==> src/rtl/alu_share_arbiter.sv <==
// Round-robin sharing of a single-cycle ALU between two requesters.
// One operation at a time: accept (IDLE), execute (EXEC), return result (RESP).
module alu_share_arbiter #(
  parameter int DATA_W = 32,
  parameter int CNT_W  = 16
) (
  input  logic              clk,
  input  logic              rst_n,
  input  logic              req0_valid,
  output logic              req0_ready,
  input  logic [DATA_W-1:0] req0_in1,
  input  logic [DATA_W-1:0] req0_in2,
  input  logic [4:0]        req0_shamt,
  input  logic [5:0]        req0_funct,
  input  logic              req1_valid,
  output logic              req1_ready,
  input  logic [DATA_W-1:0] req1_in1,
  input  logic [DATA_W-1:0] req1_in2,
  input  logic [4:0]        req1_shamt,
  input  logic [5:0]        req1_funct,
  output logic              rsp0_valid,
  input  logic              rsp0_ready,
  output logic              rsp1_valid,
  input  logic              rsp1_ready,
  output logic [DATA_W-1:0] rsp_data,
  output logic              rsp_err,
  output logic [DATA_W-1:0] alu_in1,
  output logic [DATA_W-1:0] alu_in2,
  output logic [4:0]        alu_shamt,
  output logic [5:0]        alu_funct,
  input  logic [DATA_W-1:0] alu_result,
  output logic              busy,
  output logic [CNT_W-1:0]  ops_done
);

  localparam logic [5:0] F_ADD = 6'b001001;
  localparam logic [5:0] F_SUB = 6'b001010;
  localparam logic [5:0] F_SLL = 6'b100001;
  localparam logic [5:0] F_OR  = 6'b100101;

  typedef enum logic [1:0] {IDLE, EXEC, RESP} state_t;

  state_t state, state_next;
  logic   last_grant;
  logic   owner;
  logic   winner;
  logic   rsp_take;
  logic   funct_ok;

  assign rsp_take = owner ? rsp1_ready : rsp0_ready;
  assign funct_ok = (alu_funct == F_ADD) || (alu_funct == F_SUB) ||
                    (alu_funct == F_SLL) || (alu_funct == F_OR);

  assign rsp0_valid = (state == RESP) && !owner;
  assign rsp1_valid = (state == RESP) && owner;
  assign busy       = (state != IDLE);

  // On a tie the requester that was not served last wins.
  always_comb begin
    winner     = 1'b0;
    req0_ready = 1'b0;
    req1_ready = 1'b0;
    state_next = state;
    case (state)
      IDLE: begin
        if (req0_valid && req1_valid) winner = ~last_grant;
        else                          winner = req1_valid;
        req0_ready = req0_valid && !winner;
        req1_ready = req1_valid && winner;
        if (req0_valid || req1_valid) state_next = EXEC;
      end
      EXEC: state_next = RESP;
      RESP: if (rsp_take) state_next = IDLE;
      default: state_next = IDLE;
    endcase
  end

  always_ff @(posedge clk or negedge rst_n) begin
    if (!rst_n) begin
      state      <= IDLE;
      last_grant <= 1'b1;
      owner      <= 1'b0;
      rsp_data   <= '0;
      rsp_err    <= 1'b0;
      alu_in1    <= '0;
      alu_in2    <= '0;
      alu_shamt  <= '0;
      alu_funct  <= '0;
      ops_done   <= '0;
    end else begin
      state <= state_next;
      case (state)
        IDLE: begin
          if (req0_valid || req1_valid) begin
            owner     <= winner;
            alu_in1   <= winner ? req1_in1   : req0_in1;
            alu_in2   <= winner ? req1_in2   : req0_in2;
            alu_shamt <= winner ? req1_shamt : req0_shamt;
            alu_funct <= winner ? req1_funct : req0_funct;
          end
        end
        EXEC: begin
          rsp_data <= alu_result;
          rsp_err  <= !funct_ok;
        end
        RESP: begin
          if (rsp_take) begin
            last_grant <= owner;
            ops_done   <= ops_done + CNT_W'(1);
          end
        end
        default: ;
      endcase
    end
  end

endmodule

==> config.mk <==
export PLATFORM = sky130hd
export DESIGN_NAME = alu_share_arbiter
export DESIGN_NICKNAME = d
export VERILOG_FILES = /design/src/rtl/alu_share_arbiter.sv
export SDC_FILE = /design/constraint.sdc
export NUM_CORES = 1
export LEC_CHECK = 0
export CELL_PAD_IN_SITES_DETAIL_PLACEMENT = 1
export CELL_PAD_IN_SITES_GLOBAL_PLACEMENT = 2
export CORE_MARGIN = 3
export CORE_UTILIZATION = 38
export DETAILED_ROUTE_END_ITERATION = 7
export DONT_BUFFER_PORTS = 1
export PLACE_DENSITY_LB_ADDON = 0.25
export SLEW_MARGIN = 20
export SYNTH_ARGS = -nofsm -noshare
export SYNTH_HDL_FRONTEND = slang
export SYNTH_SLANG_ARGS = --single-unit
==> constraint.sdc <==
create_clock -name clk -period 4.4 [get_ports clk]
set_clock_uncertainty 0.1 [all_clocks]
set_input_delay 0.66 -clock clk [delete_from_list [all_inputs] [get_ports clk]]
set_output_delay 0.66 -clock clk [all_outputs]
set_load 0.01 [all_outputs]
# Word level (Yosys, flattened, before mapping)
# Cells that the tools add are included.
# W data, S select, Z words.
dict set report word_totals {
  regBits 128
  romBits 0
  inputBits 188
  mem_bits_rw 0
  latchBits 0
  n_memories 0
  out_inout_bits 129
}
dict set report classes {
  magnitude_cmp 0
  n_mux 13
  mul 0
  addsub 1
  n_eq_ne 8
  div_mod_pow 0
  reduce_logical 17
  shift 0
  n_bitwise 1
}
# cell n
set op_table {}
lappend op_table {{$mux W32} 2}
lappend op_table {{$add A16 B1 Y16 const B} 1}
lappend op_table {{$eq A6 B4 Y1 const B} 2}
lappend op_table {{$eq A6 B6 Y1 const B} 2}
lappend op_table {{$mux W1} 6}
lappend op_table {{$mux W6} 1}
lappend op_table {{$pmux W2 S3} 1}
lappend op_table {{$reduce_and A2 Y1} 3}
lappend op_table {{$logic_and A1 B1 Y1} 5}
lappend op_table {{$mux W5} 1}
lappend op_table {{$logic_or A1 B1 Y1} 4}
lappend op_table {{$mux W2} 2}
lappend op_table {{$ne A2 B2 Y1 const B} 2}
lappend op_table {{$logic_not A1 Y1} 3}
lappend op_table {{$eq A2 B1 Y1 const B} 1}
lappend op_table {{$eq A2 B2 Y1 const B} 1}
lappend op_table {{$logic_not A2 Y1} 1}
lappend op_table {{$reduce_bool A2 Y1} 1}
lappend op_table {{$not A1 Y1} 1}

# Depth between registers and ports, before layout
# Gate-level depths: netlist of run 1.
dict set report depth {
  depth_word 6
  mapped_depth 6
  depth_no_buf 5
}

# Worst setup path before layout of run 1
# OpenSTA, ideal clock, no wires.
dict set report synth_timing {
  path_kind {input-to-output}
  start {input port req1_valid}
  end {output port req0_ready}
  setup_slack_ns 2.169
  arrival_time_ns 1.471
  required_ns 3.640
  stages 4
  path_cell_list {a21bo_2 > buf_2 > buf_2 > and3_1}
}
dict set report synth_via {
  elab_chain_cells 6
}
# element line
set synth_lines {}
lappend synth_lines {{start, declared} 15} ;# input logic req1_valid,
lappend synth_lines {{$logic_and A1 B1 Y1} 66} ;# if (req0_valid && req1_valid) winner = ~last_grant;
lappend synth_lines {{$mux W1 *} 66}
lappend synth_lines {{$mux W1 *} 64} ;# case (state)
lappend synth_lines {{$logic_not A1 Y1 *} 68} ;# req0_ready = req0_valid && !winner;
lappend synth_lines {{$logic_and A1 B1 Y1 *} 68}
lappend synth_lines {{$mux W1 *} 64}
lappend synth_lines {{end, declared} 10} ;# output logic req0_ready,
# Mark *: on every way between the ends. The rest lies on a longest branch, timed or not. The select of a mux whose other input is x is not followed.

# Worst setup path after layout of run 1
dict set report layout_timing {
  start {register last_grant}
  end {output port req1_ready}
}
dict set report layout_via {
  elab_chain_cells 5
}
# element line
set layout_lines {}
lappend layout_lines {{start, declared} 44} ;# logic last_grant;
lappend layout_lines {{start signal, assigned} 108} ;# last_grant <= owner;
lappend layout_lines {{$not A1 Y1} 66}
lappend layout_lines {{$mux W1} 66}
lappend layout_lines {{$mux W1} 64}
lappend layout_lines {{$logic_and A1 B1 Y1} 69} ;# req1_ready = req1_valid && winner;
lappend layout_lines {{$mux W1} 64}
lappend layout_lines {{end, declared} 16} ;# output logic req1_ready,
# No other way between the ends. The select of a mux whose other input is x is not followed.

==> impl_metrics.json, run 1 <==
{
  "status": "completed",
  "antenna_found_initial": 0,
  "viasPerCell": 5.62,
  "postSynthCellCount": 493,
  "setup_ws_ns": 2.08,
  "initial_core_util_pct": 39.5,
  "cts_tree": "yes",
  "drc_errors": 0,
  "grt_setup_unrepaired": "no",
  "synth_area_sq_um": 5330,
  "synth_area_leader_cell": "dfrtp_1",
  "h-tree-depth": 4,
  "die_x_microns": 124,
  "hold_viol": 0,
  "vias": 3763,
  "cap_violations": 0,
  "port_buffers": 0,
  "drv_slew": 0,
  "syn2layout_area_growth_pct": 13.2,
  "clk_pin_slew_ns": 0.05,
  "cts_sinks": 128,
  "wl_per_cell_microns": 22.8,
  "grt_max_degree": 129,
  "crit_type": "reg -> out",
  "die_h_microns": 124,
  "postRouteAntennaNets": 0,
  "die-area_sq_um": 15500,
  "yosysWarningCount": 0,
  "synth_area_leaders": "dfrtp_1 (60%), o22ai_1 (8.8%), mux2_2 (7.0%)",
  "syn_nets": 682,
  "slew_headroom_pct": 39.3,
  "place_ws_ns": 2.20,
  "gp_congestion": 0.789,
  "yosys-top-cells-count": "dfrtp_1 (127), nand2_1 (86), o22ai_1 (75)",
  "p_leak_nw": 2.59,
  "drtIter0Drc": 209,
  "p_per_area_nw_per_um2": 830,
  "diodes": 0,
  "grt_pass1_wl_microns": 23500,
  "grt_pass1_vias": 4065,
  "ys.flop_type": "dfrtp_1",
  "ios": 317,
  "synthArstFlopShare_pct": 100,
  "worst_pin_slew_ns": 0.910,
  "grt_use_total_pct": 19.5,
  "p_total_mw": 5.01,
  "synth_enable_flop_cells": 0,
  "synth.most_common_cell": "dfrtp_1",
  "fmax_mhz": 432,
  "cp.arrival_ns": 1.56,
  "startpoint_type": "flip-flop",
  "coreArea_sq_um": 13500,
  "synth_cell_types": 32,
  "yosysSeqAreaShare_pct": 60.1,
  "first_pass_iters": 4,
  "syn_area_per_cell_sq_um": 10.8,
  "cts_setup_buffers": 0,
  "wirelength_microns": 15300,
  "cts_root_buf": "clkbuf_16",
  "cts_hold_buf": 1,
  "clock_latency_ns": 0.41,
  "end_kind": "primary output",
  "fin_util_pct": 44.7,
  "timing.hold.ws_ns": 0.107,
  "post_cts_resize_count": 0,
  "fin_nets": 671,
  "clockBufferDepth": 2,
  "rows": 42,
  "dp_hpwl_microns": 11000,
  "grt-ovfl-total": 0,
  "crit_fanout": 39,
  "min_path_type": "in -> async",
  "drive_gt1_share_pct": 14.4,
  "post-route-min-period_ns": 2.32,
  "vdd_drop_max_mv": 0.282,
  "period_share_pct": 52.6,
  "fin_tns_setup_ns": 0,
  "setup_viol": 0,
  "critical_path_required_ns": 3.64,
  "cts_buffers": 17,
  "yosys.area.top_type_share_pct": 59.6,
  "ys_seq_elements": 128
}
## final timing paths
kind / start / to / slack, ns / cells after the start
setup reg to reg: state[0] / alu_funct[3] / 2.42 / 4
hold reg to reg: owner / owner / 0.45 / 1
hold / removal: rst_n / ops_done[2] / 0.11 / 1
min in group clk: alu_result[5] / rsp_data[5] / 0.29 / 1
max in group asynchronous: rst_n / alu_in1[20] / 3.60 / 1
setup / recovery: last_grant / req1_ready / 2.08 / 3
## power breakdown
| group | total [mW] | switching (mW) | internal, mW |
|---|---|---|---|
| clock | 1.39 | 0.489 | 0.901 |
| combinational | 1.20 | 0.699 | 0.504 |
| sequential | 2.42 | 0.700 | 1.72 |
## layout make-up
class / count / area, sq um
flip-flops and latches: 128 / 3200
repair buffers: 7 / 72.6
well taps: 176 / 220
multi-input cells: 324 / 1940
clock buffers: 25 / 505
inverters: 4 / 15.0
fillers: 1480 / 7470
clock inverters: 5 / 77.6
## cell usage in the layout (no fill, tap or decap), drive strengths merged, types with 3 or more instances in the layout
cell / count
and3: 3
and4: 3
buf: 7
clkbuf: 25
dfrtp: 127
inv: 4
mux2: 33
nand2: 86
nand3: 4
nand4: 4
nor2: 8
o21ai: 77
o22ai: 75
xnor2: 12
xor2: 3
## worst max-delay path, stage by stage (launching register included)
cell and delay (ns):
dfstp_2 0.37, a21bo_2 0.25, nor3_4 0.13, buf_4 0.38
## per-layer routing
metal | vias to the layer above | GRT usage, % | part of all wire [%]
li1 | 1735 | - | -
met1 | 1815 | 21.9 | 37
met2 | 190 | 33.1 | 52
met3 | 23 | 7.76 | 9.1
met4 | 0 | 7.35 | 1.6
met5 | - | 0 | 0
## kinds of logic after synthesis
family | count (synthesis) | share of synthesized area (%)
AOI/OAI and AO/OA | 156 | 16.6
and+or+nand+nor | 117 | 9.55
DFF | 128 | 60.1
adders and majority gates | 1 | 0.235
buffers and inverters | 41 | 3.71
xor gates and xnor gates | 15 | 2.46
muxes | 35 | 7.34
## metrics by stage
stage	area [sq um]	std cells
2_1_floorplan	5330	493
3_3_place_gp	5430	638
3_5_place_dp	5430	638
4_1_cts	6040	669
5_1_grt	6040	669
6_report	6040	669
## flip-flops by register name (all words and copies together) (netlist names)
| register | flops |
|---|---|
| last_grant | 1 |
| rsp_data | 32 |
| rsp_err | 1 |
| ops_done | 16 |
| owner | 1 |
| alu_shamt | 5 |
| state | 2 |
| alu_in2 | 32 |
| alu_in1 | 32 |
| alu_funct | 6 |
Note: power is estimated with default switching activity, not from simulation.
==> run 2, diff against run 1 <==
--- a/config.mk
+++ b/config.mk
@@ -8,7 +8,7 @@
 export CELL_PAD_IN_SITES_DETAIL_PLACEMENT = 1
 export CELL_PAD_IN_SITES_GLOBAL_PLACEMENT = 2
 export CORE_MARGIN = 3
-export CORE_UTILIZATION = 38
+export CORE_UTILIZATION = 32
 export DETAILED_ROUTE_END_ITERATION = 7
 export DONT_BUFFER_PORTS = 1
 export PLACE_DENSITY_LB_ADDON = 0.25
==> constraint.sdc (replaced) <==
create_clock -name clk -period 2.08 [get_ports clk]
set_clock_uncertainty 0.1 [all_clocks]
set_input_delay 0.312 -clock clk [delete_from_list [all_inputs] [get_ports clk]]
set_output_delay 0.312 -clock clk [all_outputs]
set_load 0.01 [all_outputs]
==> run 2 against run 1 <==
The flow now finishes with violations (negative hold slack). Critical path depth is 3 higher. Clock power rose by 120%. Count of clock-buffer cells in the layout shrank 4. Final area up 16%. Combinational power is 150% higher. Largest power group unchanged.
==> impl_metrics.json, run 2 (synthesized netlist as in run 1, its figures left out) <==
{
  "initial_core_util_pct": 33.1,
  "grt_use_total_pct": 17.3,
  "fmax_mhz": 503,
  "startpoint_type": "flip-flop",
  "min_path_type": "in -> async",
  "dpl_cell_area_sq_um": 5550,
  "drv_slew": 0,
  "dp_hpwl_microns": 10900,
  "vias": 4130,
  "setup_ws_ns": 0.0931,
  "drtIter0Drc": 118,
  "fin_tns_setup_ns": 0,
  "p_leak_nw": 3.00,
  "use_met3_pct": 7.41,
  "largestRegisters": "alu_in1 (32), alu_in2 (32), rsp_data (32)",
  "post-route-min-period_ns": 1.99,
  "die_h_microns": 135,
  "cap_violations": 0,
  "h-tree-depth": 4,
  "postRouteAntennaNets": 0,
  "placed_cells": 680,
  "grt_max_degree": 129,
  "grt_pass1_vias": 4408,
  "slew_headroom_pct": 69.8,
  "clockBufferDepth": 2,
  "status": "finished with violations",
  "cts_root_buf": "clkbuf_16",
  "fin_cells": 796,
  "ios": 317,
  "violations": "negative hold slack",
  "diodes": 0,
  "first_pass_iters": 4,
  "cp.arrival_ns": 2.22,
  "wl_per_cell_microns": 21.1,
  "drc_errors": 0,
  "rows": 46,
  "die_x_microns": 135,
  "hold_viol": 128,
  "setup_viol": 0,
  "place_ws_ns": 0.378,
  "grtUsageMet2_pct": 29.3,
  "fin_area_sq_um": 7030,
  "p_total_mw": 11.1,
  "clk_pin_slew_ns": 0.06,
  "crit_fanout": 6,
  "crit_type": "reg -> reg",
  "gp_congestion": 0.769,
  "die-area_sq_um": 18200,
  "syn2layout_area_growth_pct": 31.9,
  "cts_tree": "yes",
  "timing.hold.ws_ns": -0.501,
  "grt-busiest-layer": "met2",
  "met1_usage_pct": 19.6,
  "fin_nets": 756,
  "p_per_area_nw_per_um2": 1580,
  "final_cell_mix": "dfrtp_1 (127), nand2_1 (86), o22ai_1 (75), dlygate4sd3_1 (74), o21ai_0 (46)",
  "viasPerCell": 5.19,
  "antenna_found_initial": 0,
  "cts_sinks": 128,
  "end_kind": "flip-flop",
  "critical_path_required_ns": 2.31,
  "vdd_drop_max_mv": 0.663,
  "cts_buffers": 17,
  "grt_pass1_wl_microns": 24700,
  "drive_gt1_share_pct": 15.2,
  "wirelength_microns": 16800,
  "port_buffers": 0,
  "grt_setup_unrepaired": "no",
  "grt-ovfl-total": 0,
  "clock_latency_ns": 0.40,
  "coreArea_sq_um": 16100,
  "worst_pin_slew_ns": 0.454,
  "final_common_cell": "dfrtp_1",
  "period_share_pct": 95.5
}
[run 2: routing by layer]
metal  part of all wire [%]  vias up
li1                       -     1916
met1                     37     1987
met2                     51      200
met3                    9.6       27
met4                    1.9        0
met5                      0        -
[run 2: final timing paths]
kind | from | end | slack, ns | depth (start not counted)
max in group asynchronous | rst_n | last_grant | 2.17 | 0
worst max-delay path | last_grant | alu_in2[25] | 0.09 | 6
worst min register to register | ops_done[7] | ops_done[7] | 0.45 | 1
worst min-delay path | rst_n | rsp_data[28] | -0.50 | 0
worst max register to register | last_grant | alu_in2[25] | 0.09 | 6
min in group clk | req0_in1[5] | alu_in1[5] | 0.01 | 2
[run 2: final cells by class]
| type | instances | area (sq um) |
|---|---|---|
| clock inverter | 11 | 129 |
| fill | 1713 | 9080 |
| multi-input combinational | 324 | 1950 |
| tap | 216 | 270 |
| sequential | 128 | 3200 |
| clock buffer | 21 | 480 |
| inverter | 4 | 15.0 |
| timing repair buffer | 92 | 981 |
[run 2: repair_timing]
action                                 in CTS  in global routing
setup endpoints to repair                   0                  5
hold buffers                               73                  1
setup buffers                               0                  8
resized for setup                           0                  4
endpoints found under the hold margin     195                129
[run 2: per-stage QoR]
stage	util, %	hold slack (ns)
finish	43.6	-0.501
global route	43.6	-0.534
CTS	42.8	-0.526
detailed placement	34.5	-0.0806
global placement	34.5	-0.0798
floorplan	-	-0.0836
[run 2: report_power, final]
part	total, mW	switching, mW	leakage [nW]	internal [mW]
Sequential	5.11	1.48	1.57	3.63
Combinational	2.97	1.56	1.13	1.42
Clock	3.02	1.12	0.296	1.90
[run 2: worst max-delay path, stage by stage, from the launching register on]
cell and delay (ns):
dfstp_2 0.37, a21bo_4 0.24, nor3_4 0.25, buf_12 0.16
o22ai_1 0.09, dlygate4sd3_1 0.57, o21ai_1 0.13
==> run 3, diff against run 2 <==
--- a/config.mk
+++ b/config.mk
@@ -11,7 +11,9 @@
 export CORE_UTILIZATION = 32
 export DETAILED_ROUTE_END_ITERATION = 7
 export DONT_BUFFER_PORTS = 1
+export GPL_TIMING_DRIVEN = 1
 export PLACE_DENSITY_LB_ADDON = 0.25
+export SKIP_LAST_GASP = 1
 export SLEW_MARGIN = 20
 export SYNTH_ARGS = -nofsm -noshare
 export SYNTH_HDL_FRONTEND = slang
==> results of run 3 <==
The final DEF is identical to that of run 2; final timing and power are the same.
